`src/rtl/z80_mem_read_cycle.sv`:
```
// Z80 memory-read / opcode-fetch bus sequencer.
// clk runs at twice the T-state rate: one state per half T-state.
module z80_mem_read_cycle #(
  parameter int unsigned WAIT_LIMIT = 0
) (
  input  logic        clk,
  input  logic        reset,
  input  logic        start,
  input  logic        m1_mode,
  input  logic [15:0] addr,
  input  logic [15:0] refresh_addr,
  output logic        busy,
  output logic        done,
  output logic [7:0]  rdata,
  output logic        timeout,
  output logic [15:0] bus_addr,
  output logic        bus_mreq_n,
  output logic        bus_rd_n,
  output logic        bus_m1_n,
  output logic        bus_rfsh_n,
  input  logic        bus_wait_n,
  input  logic [7:0]  bus_data_in
);

  localparam int CW = 16;

  typedef enum logic [3:0] {
    IDLE, T1H, T1L, T2H, T2L, TWH,
    TWL, T3H, T3L, T4H, T4L
  } state_t;

  state_t state, state_d;

  logic          m1_q, m1_d;
  logic [15:0]   rfsh_q, rfsh_d;
  logic [CW-1:0] wcnt, wcnt_d;
  logic          limit_hit;

  logic          busy_d, done_d, to_d;
  logic          mreq_d, rd_d, m1n_d, rfshn_d;
  logic [7:0]    rdata_d;
  logic [15:0]   addr_d;

  assign limit_hit = (WAIT_LIMIT != 0) &&
                     (wcnt == CW'(WAIT_LIMIT));

  // Outputs are computed for the state being
  // entered, so every bus pin comes from a flop.
  always_comb begin
    state_d = state;
    m1_d    = m1_q;
    rfsh_d  = rfsh_q;
    wcnt_d  = wcnt;
    done_d  = 1'b0;
    to_d    = timeout;
    mreq_d  = bus_mreq_n;
    rd_d    = bus_rd_n;
    m1n_d   = bus_m1_n;
    rfshn_d = bus_rfsh_n;
    rdata_d = rdata;
    addr_d  = bus_addr;
    unique case (state)
      IDLE: begin
        if (start) begin
          state_d = T1H;
          m1_d    = m1_mode;
          rfsh_d  = refresh_addr;
          wcnt_d  = '0;
          to_d    = 1'b0;
          addr_d  = addr;
          m1n_d   = !m1_mode;
        end
      end
      T1H: begin
        state_d = T1L;
        mreq_d  = 1'b0;
        rd_d    = 1'b0;
      end
      T1L: state_d = T2H;
      T2H: state_d = T2L;
      T2L, TWL: begin
        if (!bus_wait_n && !limit_hit) begin
          state_d = TWH;
          wcnt_d  = wcnt + CW'(1);
        end else begin
          state_d = T3H;
          to_d    = !bus_wait_n;
          if (m1_q) begin
            rdata_d = bus_data_in;
            mreq_d  = 1'b1;
            rd_d    = 1'b1;
            m1n_d   = 1'b1;
            rfshn_d = 1'b0;
            addr_d  = rfsh_q;
          end
        end
      end
      TWH: state_d = TWL;
      T3H: begin
        state_d = T3L;
        if (m1_q) mreq_d = 1'b0;
        else rdata_d = bus_data_in;
      end
      T3L: begin
        if (m1_q) begin
          state_d = T4H;
        end else begin
          state_d = IDLE;
          done_d  = 1'b1;
          mreq_d  = 1'b1;
          rd_d    = 1'b1;
        end
      end
      T4H: begin
        state_d = T4L;
        mreq_d  = 1'b1;
      end
      T4L: begin
        state_d = IDLE;
        done_d  = 1'b1;
        rfshn_d = 1'b1;
      end
      default: state_d = IDLE;
    endcase
    busy_d = (state_d != IDLE);
  end

  always_ff @(posedge clk or posedge reset) begin
    if (reset) begin
      state      <= IDLE;
      m1_q       <= 1'b0;
      rfsh_q     <= '0;
      wcnt       <= '0;
      busy       <= 1'b0;
      done       <= 1'b0;
      timeout    <= 1'b0;
      rdata      <= '0;
      bus_addr   <= '0;
      bus_mreq_n <= 1'b1;
      bus_rd_n   <= 1'b1;
      bus_m1_n   <= 1'b1;
      bus_rfsh_n <= 1'b1;
    end else begin
      state      <= state_d;
      m1_q       <= m1_d;
      rfsh_q     <= rfsh_d;
      wcnt       <= wcnt_d;
      busy       <= busy_d;
      done       <= done_d;
      timeout    <= to_d;
      rdata      <= rdata_d;
      bus_addr   <= addr_d;
      bus_mreq_n <= mreq_d;
      bus_rd_n   <= rd_d;
      bus_m1_n   <= m1n_d;
      bus_rfsh_n <= rfshn_d;
    end
  end

endmodule

```
`config.mk`:
```
export PLATFORM = sky130hd
export DESIGN_NAME = z80_mem_read_cycle
export DESIGN_NICKNAME = d
export VERILOG_FILES = /design/src/rtl/z80_mem_read_cycle.sv
export SDC_FILE = /design/constraint.sdc
export NUM_CORES = 1
export LEC_CHECK = 0
export ABC_AREA = 0
export BUFFER_PORTS_ARGS = -buffer_cell sky130_fd_sc_hd__buf_2
export CORE_MARGIN = 2
export CORE_UTILIZATION = 45
export DETAILED_ROUTE_END_ITERATION = 16
export GPL_ROUTABILITY_DRIVEN = 0
export PLACE_DENSITY = 0.75
export SETUP_SLACK_MARGIN = 0.05
export SYNTH_ARGS = -nofsm -noshare
export SYNTH_HDL_FRONTEND = slang
export SYNTH_SLANG_ARGS = --single-unit
```
`constraint.sdc`:
```
create_clock -name clk -period 1.6 [get_ports clk]
set_clock_uncertainty 0.05 [all_clocks]
set_input_delay 0.08 -clock clk [delete_from_list [all_inputs] [get_ports clk]]
set_output_delay 0.08 -clock clk [all_outputs]
set_load 0.01 [all_outputs]
```
==> summary.txt, run 1 <==
Outcome
  – Status: finished clean

Floorplanning
  – Die area: about 5700 um^2
  – Cell Rows: 25
  – Height of the die: 75.39 um
  – Die X: ~75 um
  – Core area: just under 5000 um^2
  – Initial Util: 0.4761
  – IO Count: 76

Layout
  – Layout area overhead: 41.08%
  – FF+latch area: around 1300 um^2
  – Utilization after layout: 0.6717
  – Area of the multi-input gates: 855.8 um^2
  – Cell area after layout: roughly 3200 um^2
  – Fin nets: around 340
  – Fillers: roughly 390
  – Antenna cell count: 0
  – Ratio of cells with drive above 1 in the final layout: 0.4233

Global route
  – Gr usage total: 0.1929
  – Initial antenna violation count: 0
  – Number of global-route vias before repair: approximately 1900
  – GRT overflow: 0
  – Global-route wire length before repair: slightly above 8000 um
  – Largest net degree at the start of global routing: 28

Timing
  – Hold Vio Cnt, Final: 0
  – RSZ-0062 raised after global routing: true
  – Highest clock rate: between 0.6 and 0.7 GHz
  – Worst Tran Pin Value: between 500 and 600 ps
  – Slew Limit Headroom: 0.6097
  – Count of pins over their slew limit: 0
  – Ratio of final minimum period to clock period: 0.9696
  – Shortest period the worst path allows: approximately 1600 ps
  – Fin Setup TNS: 0 ps
  – Final Setup Violations: 0

Route
  – Vias per cell: 4.891
  – Initial DRT Pass Iterations: 4
  – Routed WL: slightly above 5000 um
  – Post-DRT Antenna Nets: 0
  – Vias: about 1800
  – Wire per inst: ~14 um
  – First DRT Iteration DRCs: 86
  – Detailed-route DRC error count: 0

Clocking
  – H-tree Lvls: 2
  – Root Buffer: clkbuf_8
  – Clock Path Buffers: 2
  – Clock transition at path regs: 90 ps
  – Clk Latency, worst-skew pair: roughly 300 ps
  – Clock net sink count: 52
  – CTS Buf Count: 5
  – CTS tree: yes

Synthesis
  – Yosys Warn Count: 0
  – Unique masters post-synth: 39
  – Syn Nets: between 200 and 250
  – Post-Syn Area: approximately 2300 um^2
  – Synth Area per Inst: ~12 um^2
  – Synth Area in Simple Gates: 0.05183
  – Seq/Total Area, Yosys: 0.5696
  – Asr flop ratio synth: 1.000
  – Post-Syn Instances: between 150 and 200
  – Synth top area cells: dfrtp_1, mux2_1, mux2_4, dfstp_2, a21oi_1
  – Yosys top cell by area: dfrtp_1
  – Synth Area in Adders: 0
  – Post-Synth XOR/XNOR Area: 0.003819
  – Yosys top cell area share: 0.5237
  – Count leader, synth: dfrtp_1
  – Number of synthesized flops with an enable pin: 0
  – Largest family of logic cells by synthesized area: compound AO/OA/AOI/OAI gates
  – Multiplexer share of the synthesized area: 0.1402
  – Predominant post-synthesis flop cell: dfrtp_1
  – Top cells by count, synth: dfrtp_1, a21oi_1, inv_1
  – Complex-gate fraction of the synthesized area: 0.1746
  – Synthesis-stage register bit count: 52

Place
  – Area post-placement: 2853 um^2
  – I/O Buffers: between 70 and 80
  – DP Wirelength: around 3400 um

Worst setup path
  – Crit. End Element: register
  – Critical path arrival: 1690 ps
  – Startpoint Class: register
  – CP Class: reg2reg
  – Setup crit start: state[0]
  – WP data required: between 1500 and 2000 ps
  – Buf/Inv on CP: 1
  – Critical path's largest stage delay: a little over 400 ps
  – Critical Path Fanout Max: 8
  – Max stage delay cell, worst path: dfrtp_1
  – Cell chain of the critical path: nand2b_4 -> or2_4 -> a21oi_4 -> buf_12 -> mux2_4
  – Worst reg2reg startpoint: state[0]
  – Cell family with most CP delay: flip-flops

Power and ir drop
  – Cell Pwr Density: between 1500 and 2000 nW/um^2
  – Total power: around 5900 uW
  – VDD IR max: around 0.97 mV
  – Leakage power: 0.001558 uW

Hold path
  – Worst Hold Launch: addr[4]
  – Hold Crit Class: in2reg

Job
  – Max Cap Violations: 0
registers in the layout, indices dropped and copies added, names as in the netlist:
name and cells:
state 4, done 1, bus_rd_n 1, bus_mreq_n 1
rfsh_q 16, rdata 8, m1_q 1, timeout 1
busy 1, bus_addr 16, bus_m1_n 1, bus_rfsh_n 1
per-stage QoR:
step	cells	hold slack [ps]	worst slack, ps
after floorplan	186	123.1	38.57
after global placement	332	124.4	86.32
after detailed placement	332	130.6	62.49
after CTS	366	8.503	45.19
after global routing	367	25.96	-1.466
final	367	20.31	48.60
kinds of logic (layout without fill, tap and decap cells):
| family | count (synthesis) | in the layout |
|---|---|---|
| AO/OA/AOI/OAI | 55 | 55 |
| XOR/XNOR | 1 | 1 |
| buffers and inverters | 31 | 145 |
| flip-flops | 52 | 52 |
| multiplexers | 26 | 26 |
| AND/OR/NAND/NOR | 21 | 21 |
report_power, final:
part           total, uW  switching, uW  internal [uW]  leakage (uW)
Clock                885            420            465     0.0000552
Combinational       2610           1250           1350      0.000901
Sequential          2360            380           1980      0.000602
worst reg2reg max path: cells and delay by family (launching register included):
kind,cells,cell delay (ps)
and+or+nand+nor,2,390
muxes,1,300
AOI/OAI and AO/OA,1,140
buffers and inverters,1,150
DFF,1,410
placed cells by master, fill, tap and decap left out, types with 2 or more instances in the layout:
cell type       n
buf_12          4
o21ai_1         3
clkbuf_8        5
inv_2           2
dfstp_2         4
mux2_4          8
nand2_1         6
a32o_1          2
buf_2          75
nor3_1          2
o22ai_2         9
inv_1          18
o22ai_1         8
a21oi_1        20
mux2_1         17
dfrtp_1        47
buf_4          12
nor2_1          3
nand2b_1        2
o31ai_1         2
o21ai_0         2
dlygate4sd3_1  26
metal layers:
layer,up-vias,track usage,part of all wire
met1,856,0.2282,0.42
met3,5,0.04630,0.050
met2,57,0.3430,0.52
met4,0,0.06628,0.012
met5,-,0,0
li1,877,-,-
final cells by class:
type,count,share of cell area
repair buffers,117,0.2490
flip-flops and latches,52,0.4041
well taps,67,0.02591
multi-input cells,103,0.2645
inverters,20,0.02320
clock buffers,6,0.02243
clock inverters,2,0.01083
path summary, 6_finish.rpt:
| path | end | slack [ps] | cells after the start |
|---|---|---|---|
| setup / recovery | rdata[2] | 50 | 5 |
| hold reg to reg | bus_rfsh_n | 430 | 2 |
| hold / removal | bus_addr[4] | 20 | 3 |
| min in group asynchronous | rdata[3] | 330 | 3 |
| setup reg to reg | rdata[2] | 50 | 5 |
| max in group asynchronous | rfsh_q[11] | 620 | 4 |
timing repair:
action / 4_1_cts / 5_1_grt
pin swaps: 0 / 0
hold buffers: 26 / 0
buffers inserted: 0 / 1
gates resized for setup: 0 / 2
hold endpoints to repair: 48 / 0
setup endpoints to repair: 3 / 22
Power figures use the tool's default switching activity.
==> inputs of run 2 (changes only) <==
BUFFER_PORTS_ARGS = -buffer_cell sky130_fd_sc_hd__buf_4   (was -buffer_cell sky130_fd_sc_hd__buf_2)
==> run 2 against run 1 <==
Effect of this change:
- total power is 1.6% higher
- sequential cell count stayed put
- critical path depth stayed put
- first-iteration DRC count is 14% higher
- utilization is 3.3 points higher
- highest routed layer unchanged
==> summary.txt, run 2 (synthesized netlist as in run 1, its figures left out) <==
Outcome
  – Status: finished clean (unchanged)

Layout
  – Ratio of cells with drive above 1 in the final layout: 0.4200 (was 0.4233)
  – Top flop regs: bus_addr (16), rfsh_q (16), rdata (8) (unchanged)
  – Cell area after layout: 3396 um^2 (was 3236 um^2)
  – Area of the multi-input gates: 852.1 um^2 (was 855.8 um^2)
  – FF+latch area: 1306 um^2 (was 1308 um^2)
  – Most frequent cells in the layout: buf_4, dfrtp_1, dlygate4sd3_1 (was buf_2, dfrtp_1, dlygate4sd3_1)
  – Antenna cell count: 0 (unchanged)
  – Final cell count without fillers: 367 (unchanged)
  – Layout area overhead: 48.06% (was 41.08%)
  – Commonest non-fill, non-tap cell in the layout: buf_4 (was buf_2)
  – Fin nets: 344 (unchanged)
  – Fillers: 388 (was 387)

Worst setup path
  – Critical R2R Capture: rdata[3] (was rdata[2])
  – WP data required: 1740 ps (about the same)
  – CP Class: reg2reg (unchanged)
  – Crit. End Element: register (unchanged)
  – Worst reg2reg startpoint: state[0] (unchanged)
  – Reg2Reg Depth: 5 (unchanged)
  – Startpoint Class: register (unchanged)
  – Setup crit start: state[0] (unchanged)
  – Critical path arrival: 1720 ps (was 1690 ps)
  – Worst R2R Setup Slack: 20 ps (was 50 ps)
  – Critical Path Fanout Max: 8 (unchanged)

Timing
  – Setup WS post-layout: 24.54 ps (was 48.60 ps)
  – RSZ-0062 raised after global routing: true (unchanged)
  – Final Setup Violations: 0 (unchanged)
  – Ratio of final minimum period to clock period: 0.9847 (was 0.9696)
  – Slew Limit Headroom: 0.6900 (was 0.6097)
  – Worst Tran Pin Value: 464.3 ps (was 584.6 ps)
  – Shortest period the worst path allows: 1575 ps (was 1551 ps)
  – Count of pins over their slew limit: 0 (unchanged)
  – Hold Vio Cnt, Final: 0 (unchanged)
  – Highest clock rate: 0.6347 GHz (was 0.6446 GHz)
  – Hold slack: 13.29 ps (was 20.31 ps)

Clocking
  – Clk Latency, worst-skew pair: 300 ps (about the same)
  – Clock transition at path regs: 90 ps (about the same)
  – Root Buffer: clkbuf_8 (unchanged)
  – Clock Path Buffers: 2 (unchanged)
  – CTS Buf Count: 5 (unchanged)
  – Clock net sink count: 52 (unchanged)
  – H-tree Lvls: 2 (unchanged)
  – CTS tree: yes (unchanged)

Place
  – Area post-placement: 3028 um^2 (was 2853 um^2)
  – Place WS: 32.89 ps (was 62.49 ps)
  – I/O Buffers: 75 (unchanged)
  – DP Wirelength: 3498 um (was 3398 um)
  – Inst Count DP: 332 (unchanged)

Job
  – Max Cap Violations: 0 (unchanged)

Route
  – Vias per cell: 4.946 (was 4.891)
  – Detailed-route DRC error count: 0 (unchanged)
  – Initial DRT Pass Iterations: 4 (unchanged)
  – Post-DRT Antenna Nets: 0 (unchanged)
  – Vias: 1815 (was 1795)
  – Routed WL: 5146 um (was 5176 um)
  – Wire per inst: 14.02 um (was 14.10 um)
  – First DRT Iteration DRCs: 98 (was 86)

Floorplanning
  – Initial Util: 0.4761 (unchanged)
  – Die area: 5684 um^2 (unchanged)
  – Core area: 4817 um^2 (unchanged)
  – Die X: 75.39 um (unchanged)
  – Cell Rows: 25 (unchanged)
  – Height of the die: 75.39 um (unchanged)
  – IO Count: 76 (unchanged)

Global route
  – Initial antenna violation count: 0 (unchanged)
  – GRT overflow: 0 (unchanged)
  – Largest net degree at the start of global routing: 33 (was 28)
  – Global-route wire length before repair: 8383 um (was 8238 um)
  – Gr usage total: 0.1961 (was 0.1929)
  – Number of global-route vias before repair: 1871 (was 1880)

Power and ir drop
  – Clk pwr share: 0.130 (was 0.151)
  – Switching Fraction: 0.3479 (was 0.3510)
  – Cell Pwr Density: 1751 nW/um^2 (was 1809 nW/um^2)
  – Leakage power: 0.001606 uW (was 0.001558 uW)
  – VDD IR max: 0.8183 mV (was 0.9714 mV)
  – Internal Power: 3877 uW (was 3799 uW)
  – Flop pwr share: 0.400 (was 0.403)
  – Sw power: 2068 uW (was 2055 uW)
  – Total power: 5945 uW (was 5854 uW)
  – Logic pwr share: 0.470 (was 0.446)

Hold path
  – Hold Crit Class: in2reg (unchanged)
  – Hold Path Depth: 3 (unchanged)
  – Worst Hold Launch: addr[5] (was addr[4])
  – WHS Endpoint: bus_addr[5] (was bus_addr[4])
run 2: worst max-delay path by stage:
stage	endpoint	slack [ps]	depth (start not counted)
final	rdata[3]	20	5
after global routing	bus_addr[0]	-10	5
after CTS	rdata[3]	20	5
after detailed placement	rdata[3]	30	5
after global placement	rdata[3]	90	5
after floorplan	rdata[0]	40	4
run 2: final cells by class:
cell class                      instances  share of cell area
Sequential cell                        52              0.3847
Multi-Input combinational cell        103              0.2509
Clock buffer                            7             0.02542
Clock inverter                          1            0.002211
Tap cell                               67             0.02469
Timing Repair Buffer                  117              0.2900
Inverter                               20             0.02211
run 2: metal layers:
layer,vias up,wire (um),GRT usage,share of wire
li1,884,-,-,-
met1,875,2206,0.2375,0.43
met2,49,2621,0.3440,0.51
met3,7,263,0.04894,0.051
met4,0,55,0.06238,0.011
met5,-,0,0,0
run 2: power by group through the flow:
stage	clock [uW]	sequential [uW]	combinational, uW
floorplan	0	2480	1500
global placement	0	2370	2660
detailed placement	0	2390	2730
CTS	798	2360	2810
global route	857	2450	3090
finish	772	2380	2800
run 2: critical path: stages (launching register included):
cell and delay (ps):
dfrtp_1 420, nand2b_4 160, or2_4 240, a21oi_4 140
buf_12 150, mux2_4 300
run 2: timing repair:
item                       4_1_cts  5_1_grt
hold buffers                    26        0
gates cloned                     0        0
setup endpoints to repair        8       33
buffers inserted                 1        0
gates resized for setup          0        2
hold endpoints to repair        44        0
run 2: stage by stage:
stage / util / TNS, ps
after floorplan: - / 0
after global placement: 0.6286 / 0
after detailed placement: 0.6286 / 0
after CTS: 0.7036 / 0
after global routing: 0.7049 / -51.55
final: 0.7049 / 0
